==> src/rtl/program_memory_loader.sv <==
// Unified 32x16 program/data memory with a host loader FSM (IDLE/CLEAR/LOAD/RUN/ERROR).
// The memory port belongs to the loader until the program is in, then to the core.
module program_memory_loader #(
  parameter int DEPTH      = 32,
  parameter int ADDR_WIDTH = 5,
  parameter int DATA_WIDTH = 16
) (
  input  logic                  clock,
  input  logic                  reset_n,
  input  logic                  load_start,
  input  logic                  load_valid,
  input  logic [DATA_WIDTH-1:0] load_data,
  input  logic                  load_last,
  output logic                  load_ready,
  input  logic [ADDR_WIDTH-1:0] core_mem_addr,
  input  logic [DATA_WIDTH-1:0] core_mem_write_data,
  input  logic                  core_mem_write,
  output logic [DATA_WIDTH-1:0] core_mem_read_data,
  output logic                  start_execution,
  output logic [ADDR_WIDTH:0]   load_count,
  output logic                  load_error
);

  typedef enum logic [2:0] {
    S_IDLE,
    S_CLEAR,
    S_LOAD,
    S_RUN,
    S_ERROR
  } state_t;

  localparam logic [ADDR_WIDTH-1:0] LAST_ADDR = ADDR_WIDTH'(DEPTH - 1);
  localparam logic [ADDR_WIDTH-1:0] PTR_ONE   = ADDR_WIDTH'(1);
  localparam logic [ADDR_WIDTH:0]   CNT_ONE   = (ADDR_WIDTH + 1)'(1);

  state_t                r_state;
  state_t                w_state_nxt;
  logic [ADDR_WIDTH-1:0] r_ptr;
  logic [ADDR_WIDTH-1:0] w_ptr_nxt;
  logic [ADDR_WIDTH:0]   r_count;
  logic [ADDR_WIDTH:0]   w_count_nxt;
  logic                  r_load_ready;
  logic                  r_start_execution;
  logic                  r_load_error;
  logic                  w_accept;
  logic                  w_mem_we;
  logic [ADDR_WIDTH-1:0] w_mem_addr;
  logic [DATA_WIDTH-1:0] w_mem_wdata;
  logic [DATA_WIDTH-1:0] r_mem [DEPTH];

  assign w_accept = (r_state == S_LOAD) && load_valid && r_load_ready;

  // NOTE: every signal gets a default before the case, so no path leaves one unassigned and no latch is inferred.
  always_comb begin
    w_state_nxt = r_state;
    w_ptr_nxt   = r_ptr;
    w_count_nxt = r_count;
    w_mem_we    = 1'b0;
    w_mem_addr  = r_ptr;
    w_mem_wdata = '0;
    case (r_state)
      S_IDLE: begin
        if (load_start) begin
          w_state_nxt = S_CLEAR;
          w_ptr_nxt   = '0;
          w_count_nxt = '0;
        end
      end
      S_CLEAR: begin
        w_mem_we  = 1'b1;
        w_ptr_nxt = r_ptr + PTR_ONE;
        if (r_ptr == LAST_ADDR) begin
          w_state_nxt = S_LOAD;
          w_ptr_nxt   = '0;
          w_count_nxt = '0;
        end
      end
      S_LOAD: begin
        // A restart takes priority over a word offered in the same cycle.
        if (load_start) begin
          w_state_nxt = S_CLEAR;
          w_ptr_nxt   = '0;
          w_count_nxt = '0;
        end else if (w_accept) begin
          w_mem_we    = 1'b1;
          w_mem_wdata = load_data;
          w_ptr_nxt   = r_ptr + PTR_ONE;
          w_count_nxt = r_count + CNT_ONE;
          if (load_last) begin
            w_state_nxt = S_RUN;
          end else if (r_ptr == LAST_ADDR) begin
            w_state_nxt = S_ERROR;
          end
        end
      end
      S_RUN: begin
        if (load_start) begin
          w_state_nxt = S_CLEAR;
          w_ptr_nxt   = '0;
          w_count_nxt = '0;
        end else if (core_mem_write) begin
          w_mem_we    = 1'b1;
          w_mem_addr  = core_mem_addr;
          w_mem_wdata = core_mem_write_data;
        end
      end
      S_ERROR: begin
        if (load_start) begin
          w_state_nxt = S_CLEAR;
          w_ptr_nxt   = '0;
          w_count_nxt = '0;
        end
      end
      default: begin
        w_state_nxt = S_IDLE;
      end
    endcase
  end

  // NOTE: state registers use non-blocking assignments so every flop samples pre-edge values.
  always_ff @(posedge clock or negedge reset_n) begin
    if (!reset_n) begin
      r_state           <= S_IDLE;
      r_ptr             <= '0;
      r_count           <= '0;
      r_load_ready      <= 1'b0;
      r_start_execution <= 1'b0;
      r_load_error      <= 1'b0;
    end else begin
      r_state           <= w_state_nxt;
      r_ptr             <= w_ptr_nxt;
      r_count           <= w_count_nxt;
      r_load_ready      <= (w_state_nxt == S_LOAD);
      r_start_execution <= (w_state_nxt == S_RUN);
      r_load_error      <= (w_state_nxt == S_ERROR);
    end
  end

  // NOTE: the array has no reset; contents must survive reset_n and CLEAR handles initialisation.
  always_ff @(posedge clock) begin
    if (w_mem_we) begin
      r_mem[w_mem_addr] <= w_mem_wdata;
    end
  end

  assign core_mem_read_data = r_mem[core_mem_addr];
  assign load_ready         = r_load_ready;
  assign start_execution    = r_start_execution;
  assign load_error         = r_load_error;
  assign load_count         = r_count;

endmodule

==> config.mk <==
export PLATFORM = sky130hd
export DESIGN_NAME = program_memory_loader
export DESIGN_NICKNAME = d
export VERILOG_FILES = /design/src/rtl/program_memory_loader.sv
export SDC_FILE = /design/constraint.sdc
export NUM_CORES = 1
export LEC_CHECK = 0
export CAP_MARGIN = 0
export CORE_UTILIZATION = 61
export DETAILED_ROUTE_END_ITERATION = 12
export PLACE_DENSITY = 0.81
export SYNTH_ARGS = -nofsm -noshare
export SYNTH_HDL_FRONTEND = slang
export SYNTH_SLANG_ARGS = --single-unit
==> constraint.sdc <==
create_clock -name clock -period 2.64 [get_ports clock]
set_input_delay 0.264 -clock clock [delete_from_list [all_inputs] [get_ports clock]]
set_output_delay 0.264 -clock clock [all_outputs]
set_load 0.01 [all_outputs]
# Word level (Yosys, flattened, before mapping)
# Memories as Yosys holds them, arrays and structs flattened.
# Index checks and enable logic that the tools add are counted.
# W data, S select, Z words.
totals:
  n_memories: 1
  output_inout_bits: 25
  ramBits: 512
  input_bits: 43
  register_bits: 17
mem_list:
  columns: ["memory", "depth", "word_bits", "read_ports", "rd_clocked_by_memory_dff", "write_ports", "line_no", "source"]
  rows:
  - ["r_mem", 32, 16, 1, 0, 1, "49", "logic [DATA_WIDTH-1:0] r_mem [DEPTH];"]
classes:
  n_addsub: 2
  reduce_logical: 7
  muxes: 32
  eq_ne: 11
op_table:
  columns: ["operator", "count"]
  rows:
  - ["$mux W16", 4]
  - ["$mux W5", 7]
  - ["$pmux W16 S2", 1]
  - ["$mux W6", 4]
  - ["$mux W3", 6]
  - ["$pmux W6 S3", 1]
  - ["$pmux W5 S3", 1]
  - ["$eq A3 B2 Y1 const B", 4]
  - ["$pmux W3 S3", 1]
  - ["$add A6 B1 Y6 const B", 1]
  - ["$eq A3 B3 Y1 const B", 2]
  - ["$mux W1", 6]
  - ["$add A5 B1 Y5 const B", 1]
  - ["$eq A5 B5 Y1 const B", 1]
  - ["$reduce_and A4 Y1", 1]
  - ["$eq A3 B1 Y1 const B", 1]
  - ["$logic_not A3 Y1", 1]
  - ["$ne A3 B3 Y1 const B", 1]
  - ["$pmux W1 S3", 1]
  - ["$reduce_and A3 Y1", 1]
  - ["$reduce_bool A3 Y1", 1]
  - ["$reduce_or A3 Y1", 1]
  - ["$logic_and A1 B1 Y1", 2]
  - ["$ne A2 B1 Y1 const B", 1]
  - ["$ne A2 B2 Y1 const B", 1]

# Longest topological paths before layout
# Gate-level depths: netlist (run 1).
depth:
  depth_word: 8
  mapped_depth: 8
  mapped_depth_nobuf: 8

# Worst setup path before layout (run 1)
# OpenSTA, ideal clock, no wires.
synth_timing:
  path_kind: "register to register"
  start: "reg r_state[0]"
  end: "mem r_mem[1][0] (enable)"
  period_less_slack_ps: 2395
  arrival_ps: 2007
  slack_ps: 245
  required_time_ps: 2252
  stages_incl_launch_ff: 7
  path_cell_list: "dfrtp_1 buf_2 nor2b_1 a21oi_1 nor2_1 a32oi_1 nor2_1"
synth_via:
  elab_chain_len: 8
  word_cells_on_any_way: 11
synth_rtl:
  columns: ["item", "line_no", "source"]
  rows:
  - ["start, declared", "36", "state_t r_state;"]
  - ["start signal, assigned", "130", "r_state <= w_state_nxt;"]
  - ["$eq A3 B2 Y1", "51, 61", null]
  - ["$logic_and A1 B1 Y1 (2 in a row)", "51", "assign w_accept = (r_state == S_LOAD) && load_valid && r_load_ready;"]
  - ["$mux W1", "84", "end else if (w_accept) begin"]
  - ["$mux W1", "80", "if (load_start) begin"]
  - ["$pmux W1 S3", "61", "case (r_state)"]
  - ["$mux W1", "141", "if (w_mem_we) begin"]
  - ["$mux W1 (implied by the code)", "142", "r_mem[w_mem_addr] <= w_mem_wdata;"]
  - ["end, declared", "49", null]
# Several ways; a longest one is shown, not always the timed one.

# Final worst setup path (run 1)
layout_timing:
  start: "in core_mem_addr[2]"
  end: "out core_mem_read_data[3]"
layout_via:
  elab_chain_len: 1
layout_rtl:
  columns: ["item", "line_no", "source"]
  rows:
  - ["start, declared", "15", "input logic [ADDR_WIDTH-1:0] core_mem_addr,"]
  - ["$mem_v2 Z32 W16", null, null]
  - ["end, declared", "18", "output logic [DATA_WIDTH-1:0] core_mem_read_data,"]
# Every way passes these cells.

==> flow_summary.ini, run 1 <==
[die]
start_util_pct = 62.5
io-pin-count = 68
rows = 67
design.core.area_sq_mm = 0.0339
die_w_um = 188
die_h_um = 188
die-area_sq_mm = 0.0354

[yosys]
yosysMostFrequentCell = edfxtp_1
synth_fp_nets = 1300
ys_warn_count = 0
synth_area_leaders = edfxtp_1 (73%), mux2i_1 (12%), a22oi_1 (4.0%)
synth.avg_cell_area_sq_um = 16.9
synthFlopType = edfxtp_1
synthTopCellsByCount = edfxtp_1 (512), mux2i_1 (256), a22oi_1 (113), nand3_1 (51)
synth.distinct_cells = 47
postSynthCellCount = 1254
synth_edf_count = 512
synth_area_sq_mm = 0.0212
yosys_register_bits = 529
yosys.area.top_type = edfxtp_1
netlist.area_leader.share_pct = 72.6
ys_async_sr_fraction_pct = 3.21
seq_area_frac_synth_pct = 74.6

[hold_path]
hold_class = input pin to asynchronous set/reset pin

[cts]
clock_latency_ns = 0.57
clkTransAtPathRegs_ns = 0.06
numCtsBuffers = 51
cts.sinks = 529
post-cts-setup-buffer-count = 0
cts_tree = done
hold_buffers = 0
cts_buffer_depth = 3
cts-root-buf = clkbuf_16
cts_max_level = 2

[critical_path]
cp_data_arrival_time_ns = 2.25
crit_type = input pin to primary output
cp-start-kind = input pin
setup.worst_path.end_class = primary output
required_ns = 2.38
crit_path_max_fanout = 18

[final_layout]
design_area_sq_mm = 0.0252
layout-drive-gt1-share_pct = 15.0
nNetsFinal = 1474
n_antenna_cell = 0
area_delta_synth_final_pct = 19.0

[sta]
worstMarginPinSlew_ns = 0.802
layout_setup_ws_ns = 0.129
setup_viol = 0
slew_headroom_pct = 46.4
fmax_ghz = 0.398
holdWs_ns = 0.171
slew_viol_final = 0
period_needed_ns = 2.51
hold_viol = 0
fin_worst_skew_ns = 0.0193
post-route-period-util_pct = 95.1
rsz0062_at_grt = no

[placed_design]
port_buffers = 67
place_area_sq_mm = 0.0235
place_ws_ns = -0.475
hpwl_um = 30700
routabilityCongestion = 0.868

[routing]
wl_per_cell_um = 27.1
drt-initial-drc-count = 1566
drc = 0
routed-via-count = 12600
wirelength_um = 51800
viasPerCell = 6.59
firstDrtPassIters = 5
drtAntennaViolNets = 0

[grt]
antenna_found_initial = 0
grt_pass1_vias = 12400
grtUsageTotal_pct = 29.4
grt_max_degree = 34
gr-total-overflow = 0
grt_pass1_wl_um = 76800

[pwr]
p_per_area_mw_per_mm2 = 804
peakVddDrop_v = 0.000679
p_leak_nw = 8.75

[run]
cap_violations = 0

[outcome]
outcome = finished clean
-- through the flow --
stage | power [W] | std cells | util (%) | setup TNS (ns)
after global routing | 0.0208 | 1912 | 74.4 | 0
after global placement | 0.0134 | 1822 | 69.4 | -3.44
final | 0.0202 | 1912 | 74.4 | 0
after CTS | 0.0202 | 1912 | 74.3 | 0
after detailed placement | 0.0135 | 1822 | 69.4 | -4.59
after floorplan | 0.0122 | 1254 | - | 0
-- registers in the layout, indices dropped and copies added, names as in the netlist --
| name | count |
|---|---|
| start_execution | 1 |
| load_count | 6 |
| r_mem | 512 |
| load_error | 1 |
| r_state | 3 |
| r_ptr | 5 |
| load_ready | 1 |
-- layout make-up --
cell class	instances	area, sq um
Sequential cell	529	15800
Fill cell	1893	8680
Multi-Input combinational cell	642	5110
Timing Repair Buffer	194	2130
Clock buffer	60	1310
Tap cell	448	561
Clock inverter	29	241
Inverter	10	37.5
-- per-layer routing --
layer  vias up  global-route usage (%)  routed length [um]
met3       114                    5.25                4870
li1       5364                       -                   -
met2       826                    47.9               25300
met5         -                       0                   0
met4         0                    11.7                1950
met1      6288                    39.6               19700
-- power breakdown --
| group | leakage, nW | switching, W | internal [W] |
|---|---|---|---|
| clock | 0.749 | 0.00297 | 0.00383 |
| sequential | 4.56 | 0.000362 | 0.0103 |
| combinational | 3.44 | 0.00171 | 0.00105 |
-- worst max-delay path, cell delays in order --
cell,delay [ns]
dlygate4sd2_1,0.30
buf_4,0.16
nor2b_4,0.13
buf_12,0.19
buf_16,0.21
buf_12,0.16
a22oi_2,0.11
a31oi_4,0.29
nand3_2,0.12
dlygate4sd2_1,0.30
-- final timing paths --
check / slack (ns) / to / depth (start not counted) / start
hold reg to reg: 0.56 / load_count[5] / 2 / load_count[5]
min in group clock: 0.36 / r_state[0] / 3 / load_last
max in group asynchronous: 1.96 / r_ptr[4] / 1 / reset_n
setup reg to reg: 0.17 / r_mem[25][7] / 6 / r_state[0]
setup / recovery: 0.13 / core_mem_read_data[3] / 10 / core_mem_addr[2]
hold / removal: 0.17 / load_count[1] / 1 / reset_n
-- kinds of logic after synthesis --
| kind of cell | after synthesis | share of synthesized area [%] |
|---|---|---|
| flops | 529 | 74.6 |
| fa+ha+maj | 3 | 0.177 |
| compound gates | 200 | 6.76 |
| mux | 258 | 12.2 |
| buf+inv | 83 | 1.93 |
| simple gates | 181 | 4.27 |
-- timing repair --
action | in CTS | in global routing
endpoints found under the hold margin | 0 | 0
gates resized for setup | 37 | 3
endpoints found under the setup margin | 16 | 51
pin swaps | 7 | 1
cloned | 1 | 0
-- placed cells by master, fill, tap and decap left out, types with 15 or more instances in the layout --
master / synthesis / final
nor2_1: 46 / 46
a22o_1: 21 / 21
nand3_1: 51 / 50
dfrtp_1: 17 / 17
clkbuf_16: 0 / 51
clkinv_1: 2 / 16
clkdlybuf4s50_1: 0 / 48
buf_12: 0 / 38
dlygate4sd2_1: 0 / 17
a31oi_1: 24 / 15
and3_1: 19 / 19
mux2i_1: 256 / 256
a21oi_1: 25 / 25
buf_4: 10 / 87
a22oi_1: 113 / 106
nand2_1: 26 / 26
edfxtp_1: 512 / 512
No activity file was read; power rests on OpenSTA's default activity.
==> run 2: changes to the inputs <==
CAP_MARGIN = 40   (was 0)
MAX_ROUTING_LAYER = met4   (was unset)
==> run 2 against run 1 <==
- sequential power hardly changed
- clock-buffer cell count is 4 higher
- largest power group unchanged
- final cell count is 0.31% higher
- clock power is 2.9% higher
- fmax is 0.38% lower
==> flow_summary.ini, run 2 (synthesis gave the netlist of run 1 again) <==
[sta]
post-route-period-util_pct = 95.5
hold_viol = 0
holdWs_ns = 0.167
fin_worst_skew_ns = 0.0231
setup_viol = 0
slew_viol_final = 0
fmax_ghz = 0.397
rsz0062_at_grt = no
period_needed_ns = 2.52
worstMarginPinSlew_ns = 0.799
slew_headroom_pct = 46.6

[cts]
cts_buffer_depth = 3
clkTransAtPathRegs_ns = 0.06
numCtsBuffers = 50
hold_buffers = 0
cts_max_level = 2
cts-root-buf = clkbuf_16
clock_latency_ns = 0.58
cts.sinks = 529
cts_tree = done

[final_layout]
largest_register_ffs = 512
nFillCells = 1880
area_delta_synth_final_pct = 19.3
design_area_sq_mm = 0.0253
final_common_cell = edfxtp_1
layout-drive-gt1-share_pct = 15.5
top_register = r_mem
nNetsFinal = 1476
layout.cells.most_common_list = edfxtp_1 (512), mux2i_1 (256), a22oi_1 (107)

[grt]
grt_max_degree = 34
gr-total-overflow = 0
grt_pass1_vias = 12500
grtUsageTotal_pct = 30.6
antenna_found_initial = 2
grt_pass1_wl_um = 77200

[routing]
wl_per_cell_um = 27.2
drtAntennaViolNets = 0
firstDrtPassIters = 7
drc = 0
viasPerCell = 6.57
routed-via-count = 12600
wirelength_um = 52300
drt-initial-drc-count = 1512

[placed_design]
place_area_sq_mm = 0.0235
port_buffers = 67
routabilityCongestion = 0.882
hpwl_um = 30800

[critical_path]
crit_type = flip-flop to primary output
startpoint = r_mem[22][7]
r2r-end = r_mem[0][13]
setup.worst_path.end_class = primary output
rrSetupSlack_ns = 0.17
crit_path_end = core_mem_read_data[7]
required_ns = 2.38
reg2reg_depth = 7
crit_path_max_fanout = 1
r2r_start = r_state[0]
cp_data_arrival_time_ns = 2.26
cp-start-kind = flip-flop

[die]
design.core.area_sq_mm = 0.0339
die-area_sq_mm = 0.0354
start_util_pct = 62.5
die_w_um = 188
rows = 67
io-pin-count = 68
die_h_um = 188

[outcome]
outcome = finished clean

[pwr]
p_leak_nw = 8.80
peakVddDrop_v = 0.000604
p_per_area_mw_per_mm2 = 810

[run]
cap_violations = 0

[hold_path]
hold_class = input pin to asynchronous set/reset pin
-- run 2: timing repair --
item                       CTS  global route
cloned                       1             1
gates resized for setup     37             2
setup endpoints to repair   16            15
buffers inserted             0             1
pin swaps                   13             0
-- run 2: layout make-up --
class / instances / area (sq um) / share of cell area (%)
sequential: 529 / 15800 / 62.6
multi-input combinational: 642 / 5100 / 20.2
timing repair buffer: 197 / 2170 / 8.60
clock buffer: 64 / 1300 / 5.16
tap: 448 / 561 / 2.22
clock inverter: 25 / 275 / 1.09
inverter: 10 / 37.5 / 0.149
antenna: 3 / 7.51 / 0.0297
-- run 2: worst min path at each step --
stage                     cells after the start          start  slack (ns)             to
final                                         1        reset_n        0.17       r_ptr[4]
after floorplan                               0        reset_n       -0.03  load_count[0]
after global routing                          1        reset_n        0.23  load_count[1]
after CTS                                     1        reset_n        0.16  load_count[1]
after detailed placement                      1  load_count[3]        0.54  load_count[3]
after global placement                        1  load_count[3]        0.54  load_count[3]
-- run 2: worst max-delay path, cell delays in order (launching register included) --
cell and delay [ns]:
edfxtp_1 0.36, mux2i_1 0.33, a22oi_1 0.15, buf_4 0.16
a31oi_4 0.24, nand3_1 0.14, dlygate4sd2_1 0.32
-- run 2: layer usage --
| layer | wire, um | share of wire [%] | vias to the layer above | global-route usage (%) |
|---|---|---|---|---|
| met4 | 1930 | 3.7 | 0 | 11.6 |
| met5 | 0 | 0 | - | - |
| met2 | 25600 | 49 | 851 | 49.1 |
| met3 | 5230 | 10 | 133 | 4.69 |
| met1 | 19500 | 37 | 6263 | 39.7 |
| li1 | - | - | 5361 | - |
-- run 2: metrics by stage --
stage | cells | TNS (ns) | power (W) | worst slack (ns) | utilization (%)
6_report | 1918 | 0 | 0.0204 | 0.119 | 74.6
5_1_grt | 1917 | 0 | 0.0210 | 0.0397 | 74.6
4_1_cts | 1913 | -0.0915 | 0.0204 | -0.0915 | 74.4
3_5_place_dp | 1823 | -3.71 | 0.0135 | -0.468 | 69.4
3_3_place_gp | 1822 | -3.44 | 0.0134 | -0.435 | 69.4
2_1_floorplan | 1254 | 0 | 0.0122 | 0.245 | -
-- run 2: power by group --
part	internal [W]	switching, W	total [W]
Combinational	0.00106	0.00171	0.00277
Sequential	0.0103	0.000360	0.0107
Clock	0.00399	0.00301	0.00700
Total	0.0154	0.00508	0.0204
==> run 3: changes to the inputs <==
ABC_CLOCK_PERIOD_IN_PS = 2640   (was unset)
==> results of run 3 <==
Final layout, timing and power as in run 2 (identical DEF).
